**config.mk**
```make
export PLATFORM = sky130hd
export DESIGN_NAME = fixed_add_arbiter
export DESIGN_NICKNAME = d
export VERILOG_FILES = /design/src/rtl/fixed_add_arbiter.sv
export SDC_FILE = /design/constraint.sdc
export NUM_CORES = 1
export LEC_CHECK = 0
export CAP_MARGIN = 20
export CORE_AREA = 10 10 147 149
export CTS_CLUSTER_DIAMETER = 60
export CTS_CLUSTER_SIZE = 8
export DETAILED_ROUTE_END_ITERATION = 8
export DIE_AREA = 0 0 157 159
export PLACE_DENSITY = 0.76
export SLEW_MARGIN = 5
export SYNTH_ARGS = -nofsm -noshare
export SYNTH_HDL_FRONTEND = slang
export SYNTH_SLANG_ARGS = --single-unit
export TNS_END_PERCENT = 1
```
**constraint.sdc**
```tcl
create_clock -name clk -period 3.8 [get_ports clk]
set_clock_uncertainty 0.15 [all_clocks]
set_input_delay 0.76 -clock clk [delete_from_list [all_inputs] [get_ports clk]]
set_output_delay 0.76 -clock clk [all_outputs]
set_load 0.05 [all_outputs]
```
**src/rtl/fixed_add_arbiter.sv**
```systemverilog
// Round-robin front end that shares one saturating Q8.24 adder among N_REQ
// requesters; one operation in flight, with a bounded wait for the adder result.
module fixed_add_arbiter #(
  parameter int N_REQ   = 4,
  parameter int W       = 32,
  parameter int TIMEOUT = 16
) (
  input  logic               clk,
  input  logic               rst,
  input  logic [N_REQ-1:0]   req_valid,
  input  logic [N_REQ*W-1:0] req_a,
  input  logic [N_REQ*W-1:0] req_b,
  output logic [N_REQ-1:0]   req_ready,
  output logic [N_REQ-1:0]   resp_valid,
  output logic [W-1:0]       resp_r,
  output logic               resp_err,
  output logic [W-1:0]       add_a,
  output logic [W-1:0]       add_b,
  output logic               add_new_data,
  input  logic [W-1:0]       add_r,
  input  logic               add_output_valid,
  output logic               busy
);

  localparam int IDX_W = (N_REQ > 1) ? $clog2(N_REQ) : 1;
  localparam int CNT_W = (TIMEOUT > 1) ? $clog2(TIMEOUT) : 1;
  localparam logic [CNT_W-1:0] CNT_LAST = CNT_W'(TIMEOUT - 1);
  localparam logic [IDX_W-1:0] IDX_LAST = IDX_W'(N_REQ - 1);

  typedef enum logic [1:0] {
    S_IDLE  = 2'd0,
    S_ISSUE = 2'd1,
    S_WAIT  = 2'd2
  } state_t;

  state_t           state_q, state_d;
  logic [IDX_W-1:0] ptr_q, ptr_d;
  logic [IDX_W-1:0] gnt_q, gnt_d;
  logic [CNT_W-1:0] cnt_q, cnt_d;
  logic [W-1:0]     add_a_q, add_a_d;
  logic [W-1:0]     add_b_q, add_b_d;
  logic [N_REQ-1:0] resp_valid_q, resp_valid_d;
  logic [W-1:0]     resp_r_q, resp_r_d;
  logic             resp_err_q, resp_err_d;

  logic [W-1:0]     op_a [N_REQ];
  logic [W-1:0]     op_b [N_REQ];
  logic [IDX_W-1:0] cand_idx [N_REQ];
  logic [N_REQ-1:0] gnt_onehot;
  logic             grant_found;
  logic [IDX_W-1:0] grant_idx;
  logic             ready_en;
  logic             wait_done;

  // cand_idx[k] is the requester searched k-th, i.e. (ptr + k) mod N_REQ.
  for (genvar gi = 0; gi < N_REQ; gi++) begin : g_lane
    logic [IDX_W:0] sum;
    assign op_a[gi] = req_a[gi*W +: W];
    assign op_b[gi] = req_b[gi*W +: W];
    assign sum = {1'b0, ptr_q} + (IDX_W+1)'(gi);
    assign cand_idx[gi] = (sum >= (IDX_W+1)'(N_REQ)) ?
                          IDX_W'(sum - (IDX_W+1)'(N_REQ)) : IDX_W'(sum);
    assign gnt_onehot[gi] = (gnt_q == IDX_W'(gi));
    assign req_ready[gi]  = ready_en && (grant_idx == IDX_W'(gi));
  end

  // Walk the search order backwards so the earliest candidate wins.
  always_comb begin
    grant_found = 1'b0;
    grant_idx   = '0;
    for (int k = N_REQ - 1; k >= 0; k--) begin
      if (req_valid[cand_idx[k]]) begin
        grant_found = 1'b1;
        grant_idx   = cand_idx[k];
      end
    end
  end

  assign wait_done = add_output_valid || (cnt_q == CNT_LAST);

  always_ff @(posedge clk) begin
    if (!rst) begin
      state_q <= S_IDLE;
    end else begin
      state_q <= state_d;
    end
  end

  always_comb begin
    state_d = state_q;
    case (state_q)
      S_IDLE:  if (grant_found) state_d = S_ISSUE;
      S_ISSUE: state_d = S_WAIT;
      S_WAIT:  if (wait_done) state_d = S_IDLE;
      default: state_d = S_IDLE;
    endcase
  end

  always_comb begin
    ready_en     = 1'b0;
    add_new_data = 1'b0;
    busy         = 1'b1;
    case (state_q)
      S_IDLE: begin
        busy     = 1'b0;
        ready_en = grant_found;
      end
      S_ISSUE: add_new_data = 1'b1;
      default: ;
    endcase
  end

  // A valid result in the final WAIT cycle takes priority over the timeout.
  always_comb begin
    ptr_d        = ptr_q;
    gnt_d        = gnt_q;
    cnt_d        = cnt_q;
    add_a_d      = add_a_q;
    add_b_d      = add_b_q;
    resp_valid_d = '0;
    resp_r_d     = resp_r_q;
    resp_err_d   = resp_err_q;
    if (ready_en) begin
      add_a_d = op_a[grant_idx];
      add_b_d = op_b[grant_idx];
      gnt_d   = grant_idx;
      ptr_d   = (grant_idx == IDX_LAST) ? '0 : grant_idx + IDX_W'(1);
    end
    if (state_q == S_ISSUE) begin
      cnt_d = '0;
    end
    if (state_q == S_WAIT) begin
      if (add_output_valid) begin
        resp_valid_d = gnt_onehot;
        resp_r_d     = add_r;
        resp_err_d   = 1'b0;
      end else if (cnt_q == CNT_LAST) begin
        resp_valid_d = gnt_onehot;
        resp_r_d     = '0;
        resp_err_d   = 1'b1;
      end else begin
        cnt_d = cnt_q + CNT_W'(1);
      end
    end
  end

  always_ff @(posedge clk) begin
    if (!rst) begin
      ptr_q        <= '0;
      gnt_q        <= '0;
      cnt_q        <= '0;
      add_a_q      <= '0;
      add_b_q      <= '0;
      resp_valid_q <= '0;
      resp_r_q     <= '0;
      resp_err_q   <= 1'b0;
    end else begin
      ptr_q        <= ptr_d;
      gnt_q        <= gnt_d;
      cnt_q        <= cnt_d;
      add_a_q      <= add_a_d;
      add_b_q      <= add_b_d;
      resp_valid_q <= resp_valid_d;
      resp_r_q     <= resp_r_d;
      resp_err_q   <= resp_err_d;
    end
  end

  assign add_a      = add_a_q;
  assign add_b      = add_b_q;
  assign resp_valid = resp_valid_q;
  assign resp_r     = resp_r_q;
  assign resp_err   = resp_err_q;

endmodule

```
# == Word level (Yosys, flattened, before mapping) ==
# Cells that the tools add are included.
# op_classes
mux,43
n_bitwise,1
magnitude_cmp,9
add_sub_neg,9
n_reduce_logical,12
n_eq_ne,11
# ops
cell,count
32-bit two-way mux,6
32-bit binary-select mux with 2-bit select,2
4-bit two-way mux,6
2-bit two-way mux,11
1-bit two-way mux,13
3-bit greater-or-equal comparator (second input constant),4
2-bit by 3-bit less-than comparator with 1-bit output (second input constant),4
2-bit == test (second input constant),5
1-bit binary-select mux with 2-bit select,4
2-bit by 1-bit subtractor with 2-bit output (second input constant),4
2-bit by 2-bit adder with 3-bit output (second input constant),2
2-bit by 1-bit == test with 1-bit output (second input constant),3
2-bit logical NOT,3
2-bit case mux with 3 select lines,1
2-bit AND reduction,3
4-bit by 1-bit adder with 4-bit output (second input constant),1
4-bit == test (second input constant),1
1-bit logical AND,4
2-bit != test (second input constant),2
2-bit by 1-bit adder with 3-bit output (second input constant),1
2-bit by 3-bit greater-or-equal comparator with 1-bit output (second input constant),1
2-bit inverter with 3-bit output,1
2-bit by 1-bit adder with 2-bit output (second input constant),1
2-bit nonzero test,1
1-bit logical OR,1
# totals
output_inout_bits,107
reg_bits,111

# == Longest topological paths before layout ==
# Gate-level depths: netlist of the first run.
# depth
word_depth,13
mapped_depth,9
ltp_nobuf,7

# == Least setup slack after synthesis of the first run ==
# OpenSTA, ideal clock, no wires.
# synth_timing
path_type,input to output
startpoint,in req_valid[0]
endpoint,out req_ready[0]
path_buffers,3
stages,7
slack_ns,-0.134
arrival_ns,3.024
path_cell_list,nand2b_1 nor2b_1 o22a_1 buf_6 buf_8 buf_6 nor4_1
# synth_between
elab_chain_len,8
word_cells_on_any_way,19
classes_between,17 x mux; 2 x reduce/logical
# synth_rtl
element,line,text
"start, declared",10,"input logic [N_REQ-1:0] req_valid,"
1-bit binary-select mux with 2-bit select,72,if (req_valid[cand_idx[k]]) begin
1-bit two-way mux (implied by the code),72,
1-bit two-way mux / 2-bit two-way mux (equally long branches) (4 in a row),72,
1-bit two-way mux / 2-bit logical NOT (equally long branches),"103, 64",
1-bit logical AND (*),64,assign req_ready[gi] = ready_en && (grant_idx == IDX_W'(gi));
"end, declared",13,"output logic [N_REQ-1:0] req_ready,"
# Every way passes the cells marked *; elsewhere a longest branch is shown, timed or not. The select of a mux whose other input is x is not followed.

# == Final worst setup path of the first run ==
# layout_timing
startpoint,in req_valid[1]
endpoint,out req_ready[2]
# layout_between
elab_chain_len,8
word_cells_on_any_way,19
classes_between,1 x eq/ne; 17 x mux; 1 x reduce/logical
# layout_rtl
element,line
1-bit binary-select mux with 2-bit select,72
1-bit two-way mux (implied by the code),72
2-bit two-way mux / 1-bit two-way mux (equally long branches) (4 in a row),72
2-bit == test / 1-bit two-way mux (equally long branches),"64, 103"
1-bit logical AND (*),64
# Marked as above.

==> results of run 1 <==
layer usage:
| layer | wire (um) | up-vias | global-route usage | part of all wire |
|---|---|---|---|---|
| met4 | 378 | 0 | 0.0446 | 0.015 |
| li1 | - | 2839 | - | - |
| met3 | 2440 | 22 | 0.0780 | 0.094 |
| met1 | 10100 | 2701 | 0.221 | 0.39 |
| met5 | 0 | - | 0 | 0 |
| met2 | 13000 | 217 | 0.340 | 0.50 |
worst max-delay path by stage:
stage / from / endpoint / slack (ns)
CTS: req_valid[1] / req_ready[2] / 0.30
global placement: req_valid[1] / req_ready[2] / 0.34
detailed placement: req_valid[1] / req_ready[2] / 0.31
finish: req_valid[1] / req_ready[2] / 0.32
floorplan: req_valid[0] / req_ready[0] / 0.44
global route: req_valid[1] / req_ready[2] / 0.17
final cells by class:
| type | instances | area share |
|---|---|---|
| Clock buffer | 9 | 0.0214 |
| Antenna cell | 1 | 0.000238 |
| Inverter | 6 | 0.00214 |
| Tap cell | 234 | 0.0278 |
| Timing Repair Buffer | 418 | 0.403 |
| Clock inverter | 7 | 0.00939 |
| Sequential cell | 111 | 0.211 |
| Multi-Input combinational cell | 392 | 0.325 |
synthesized netlist by cell type, types with 4 or more instances:
cell type,count,area [sq um]
sky130_fd_sc_hd__a21oi_1,6,30.0
sky130_fd_sc_hd__a22oi_1,32,240
sky130_fd_sc_hd__buf_12,6,120
sky130_fd_sc_hd__buf_2,16,80.1
sky130_fd_sc_hd__buf_6,7,78.8
sky130_fd_sc_hd__clkbuf_1,15,56.3
sky130_fd_sc_hd__dfxtp_1,111,2220
sky130_fd_sc_hd__inv_1,6,22.5
sky130_fd_sc_hd__mux2i_1,130,1300
sky130_fd_sc_hd__nand2_1,72,270
sky130_fd_sc_hd__nand2b_1,4,25.0
sky130_fd_sc_hd__nor2_1,7,26.3
sky130_fd_sc_hd__nor2b_1,38,238
sky130_fd_sc_hd__o21ai_0,6,30.0
sky130_fd_sc_hd__o221ai_1,4,35.0
sky130_fd_sc_hd__o221ai_2,60,901
worst register-to-register path: cells and delay by family, from the launching register on:
family          cells  cell delay (ns)
flops               1             0.39
compound gates      4             0.86
buf+inv             2             0.57
mux                 1             0.35
sequential cells by signal, indices dropped and copies added (netlist names):
| register | count |
|---|---|
| ptr_q | 2 |
| resp_valid | 4 |
| add_b | 32 |
| resp_r | 32 |
| gnt_q | 2 |
| state_q | 2 |
| add_a | 32 |
| resp_err | 1 |
| cnt_q | 4 |
cell families (layout without fill, tap and decap cells):
logic type | count (synthesis) | after routing
adder cells (fa/ha/maj) | 2 | 2
AND/OR/NAND/NOR | 142 | 142
flip-flops | 111 | 111
buffers and inverters | 54 | 440
multiplexers | 130 | 130
other | 0 | 1
AO/OA/AOI/OAI | 118 | 118
where the power goes:
group,internal (mW),switching (mW)
clock network,0.535,0.506
logic,0.897,1.14
registers,1.32,0.0856
total,2.75,1.73
stage by stage:
step / util / hold WS [ns] / setup WS, ns / area (sq um)
global placement: 0.549 / 0.294 / 0.342 / 10200
finish: 0.566 / 0.318 / 0.319 / 10500
detailed placement: 0.549 / 0.297 / 0.314 / 10200
CTS: 0.566 / 0.318 / 0.296 / 10500
floorplan: - / 0.272 / 0.440 / 6020
global route: 0.566 / 0.339 / 0.175 / 10500
==> out/qor.yml, run 1 <==
die:
  initial_core_util: 0.323
  coreArea_sq_um: 18600
  fp.dieW_um: 157
  floorplan.die.height_um: 159
  fp-row-count: 50
  die_area_sq_um: 25000
  floorplan.io_pins: 402
placement:
  place.port_buffers: 401
  placedCellCount: 1161
  finalWeightedCongestion: 0.838
  detailedPlacementHpwl_um: 20700
routing:
  routed_wirelength_um: 25900
  first_pass_iters: 5
  ant_nets: 0
  via_per_inst: 4.91
  first_iter_violations: 207
  drt_drc: 0
  vias: 5779
  wire_per_inst_um: 22.0
clocking:
  hold_buffers: 0
  worst_setup_hold_path_clk_slew_ns: 0.07
  cts_max_path_buffers: 2
  cts-htree-levels: 3
  clock_insertion_delay_worst_skew_ns: 0.36
  post_cts_resized: 0
  tritoncts_num_sinks: 111
  clockRootBuffer: "sky130_fd_sc_hd__clkbuf_16"
  cts_post_setup_buffers_inserted: 0
  cts_tree: "yes"
  cts_buffers: 9
synthesis:
  postSynth.asyncResetShare: 0
  synth_xor_area_frac: 0
  syn_inst_count: 557
  synth.distinct_cells: 43
  synth_area_per_cell_sq_um: 10.8
  postSynth.topFlopCell: "sky130_fd_sc_hd__dfxtp_1"
  synth_edf_count: 0
  synth.net_count: 854
  dominant_combinational_cell_family_by_area_after_synthesis: "compound AO/OA/AOI/OAI gates"
  synth.ff_latch_count: 111
  synth_fa_ha_area_frac: 0.00416
  synth_area_sq_um: 6010
  synth_compound_area_frac: 0.221
  portion_of_netlist_area_occupied_by_mux_cells: 0.217
  synth_warnings: 0
  synth-seq-area-share: 0.370
  synth-simple-area-share: 0.122
run:
  maxCapViolations: 0
sta:
  rsz0062_at_grt: "no"
  total_neg_setup_slack_ns: 0
  report.final.hold_viol_count: 0
  fmax_ghz: 0.287
  final-setup-viol-count: 0
  min_period_ns: 3.48
  timing_worst_slew_pin_value_ns: 0.659
  final.period_utilization: 0.916
  slew_violations: 0
  max-slew-margin-rel: 0.561
worst_hold_path:
  worst_hold_startpoint: "add_b[12]"
  min_delay_worst_endpoint: "add_b[12]"
  cell_count_of_the_worst_hold_path: 2
  min_path_type: "reg -> reg"
power_and_ir_drop:
  design_power_total_mw: 4.49
  vdd_drop_max_uv: 228
  power-per-cell-area_nw_per_um2: 426
  leakagePower_nw: 3.84
critical_path:
  critical_path.cell_chain: "clkdlybuf4s50_1 -> nand2b_1 -> a21oi_1 -> a211oi_4 -> inv_1 -> ha_1 -> and2_1 -> buf_12"
  cp_num_buf_inv: 3
  setup_slack_of_the_most_critical_reg_to_reg_path_ns: 1.36
  worst_setup_path_end_kind: "output port"
  r2r-start: "ptr_q[1]"
  critical_path.top_delay_family: "buffers and inverters"
  r2r-end: "add_b[24]"
  worst-path-max-fanout: 7
  startpoint_type: "primary input"
  cp_slowest_cell: "sky130_fd_sc_hd__clkdlybuf4s50_1"
  crit_path_max_incr_delay_ns: 0.59
  worstSetupPathDepth: 8
  worstSetupPathType: "in -> out"
  timing.critical_path.arrival_ns: 2.57
  timing.reg2reg.worst_path_depth: 7
  critical_path_required_ns: 2.89
cells_and_area:
  leading_cell_type_in_the_layout_fill_and_taps_excluded: "sky130_fd_sc_hd__clkdlybuf4s50_1"
  seq_area_sq_um: 2220
  filler_cell_count: 1679
  final_layout_size_suffix_gt1_frac: 0.115
  num-nets-final: 1235
  layout-area-overhead-vs-synth_pct: 75.1
  multi_input_comb_area_sq_um: 3420
  final_cell_mix: "sky130_fd_sc_hd__clkdlybuf4s50_1, sky130_fd_sc_hd__mux2i_1, sky130_fd_sc_hd__dfxtp_1, sky130_fd_sc_hd__nand2_1, sky130_fd_sc_hd__o221ai_2"
  non_filler_instance_count_after_layout: 1178
grt:
  globalRouteTotalUtil: 0.197
  grt_antenna_before_repair: 1
  grt_pass1_vias: 6115
  grt_first_pass_wirelength_um: 38300
  grt_remaining_overflow: 0
  grt_max_degree: 51
status:
  run_status: "finished clean"
Power figures use the tool's default switching activity.
==> inputs of run 2 (changes only) <==
--- a/config.mk
+++ b/config.mk
@@ -8,7 +8,7 @@
 export CAP_MARGIN = 20
 export CORE_AREA = 10 10 147 149
 export CTS_CLUSTER_DIAMETER = 60
-export CTS_CLUSTER_SIZE = 8
+export CTS_CLUSTER_SIZE = 40
 export DETAILED_ROUTE_END_ITERATION = 8
 export DIE_AREA = 0 0 157 159
 export PLACE_DENSITY = 0.76
==> results of run 2 <==
Final layout, timing and power as in run 1 (identical DEF).
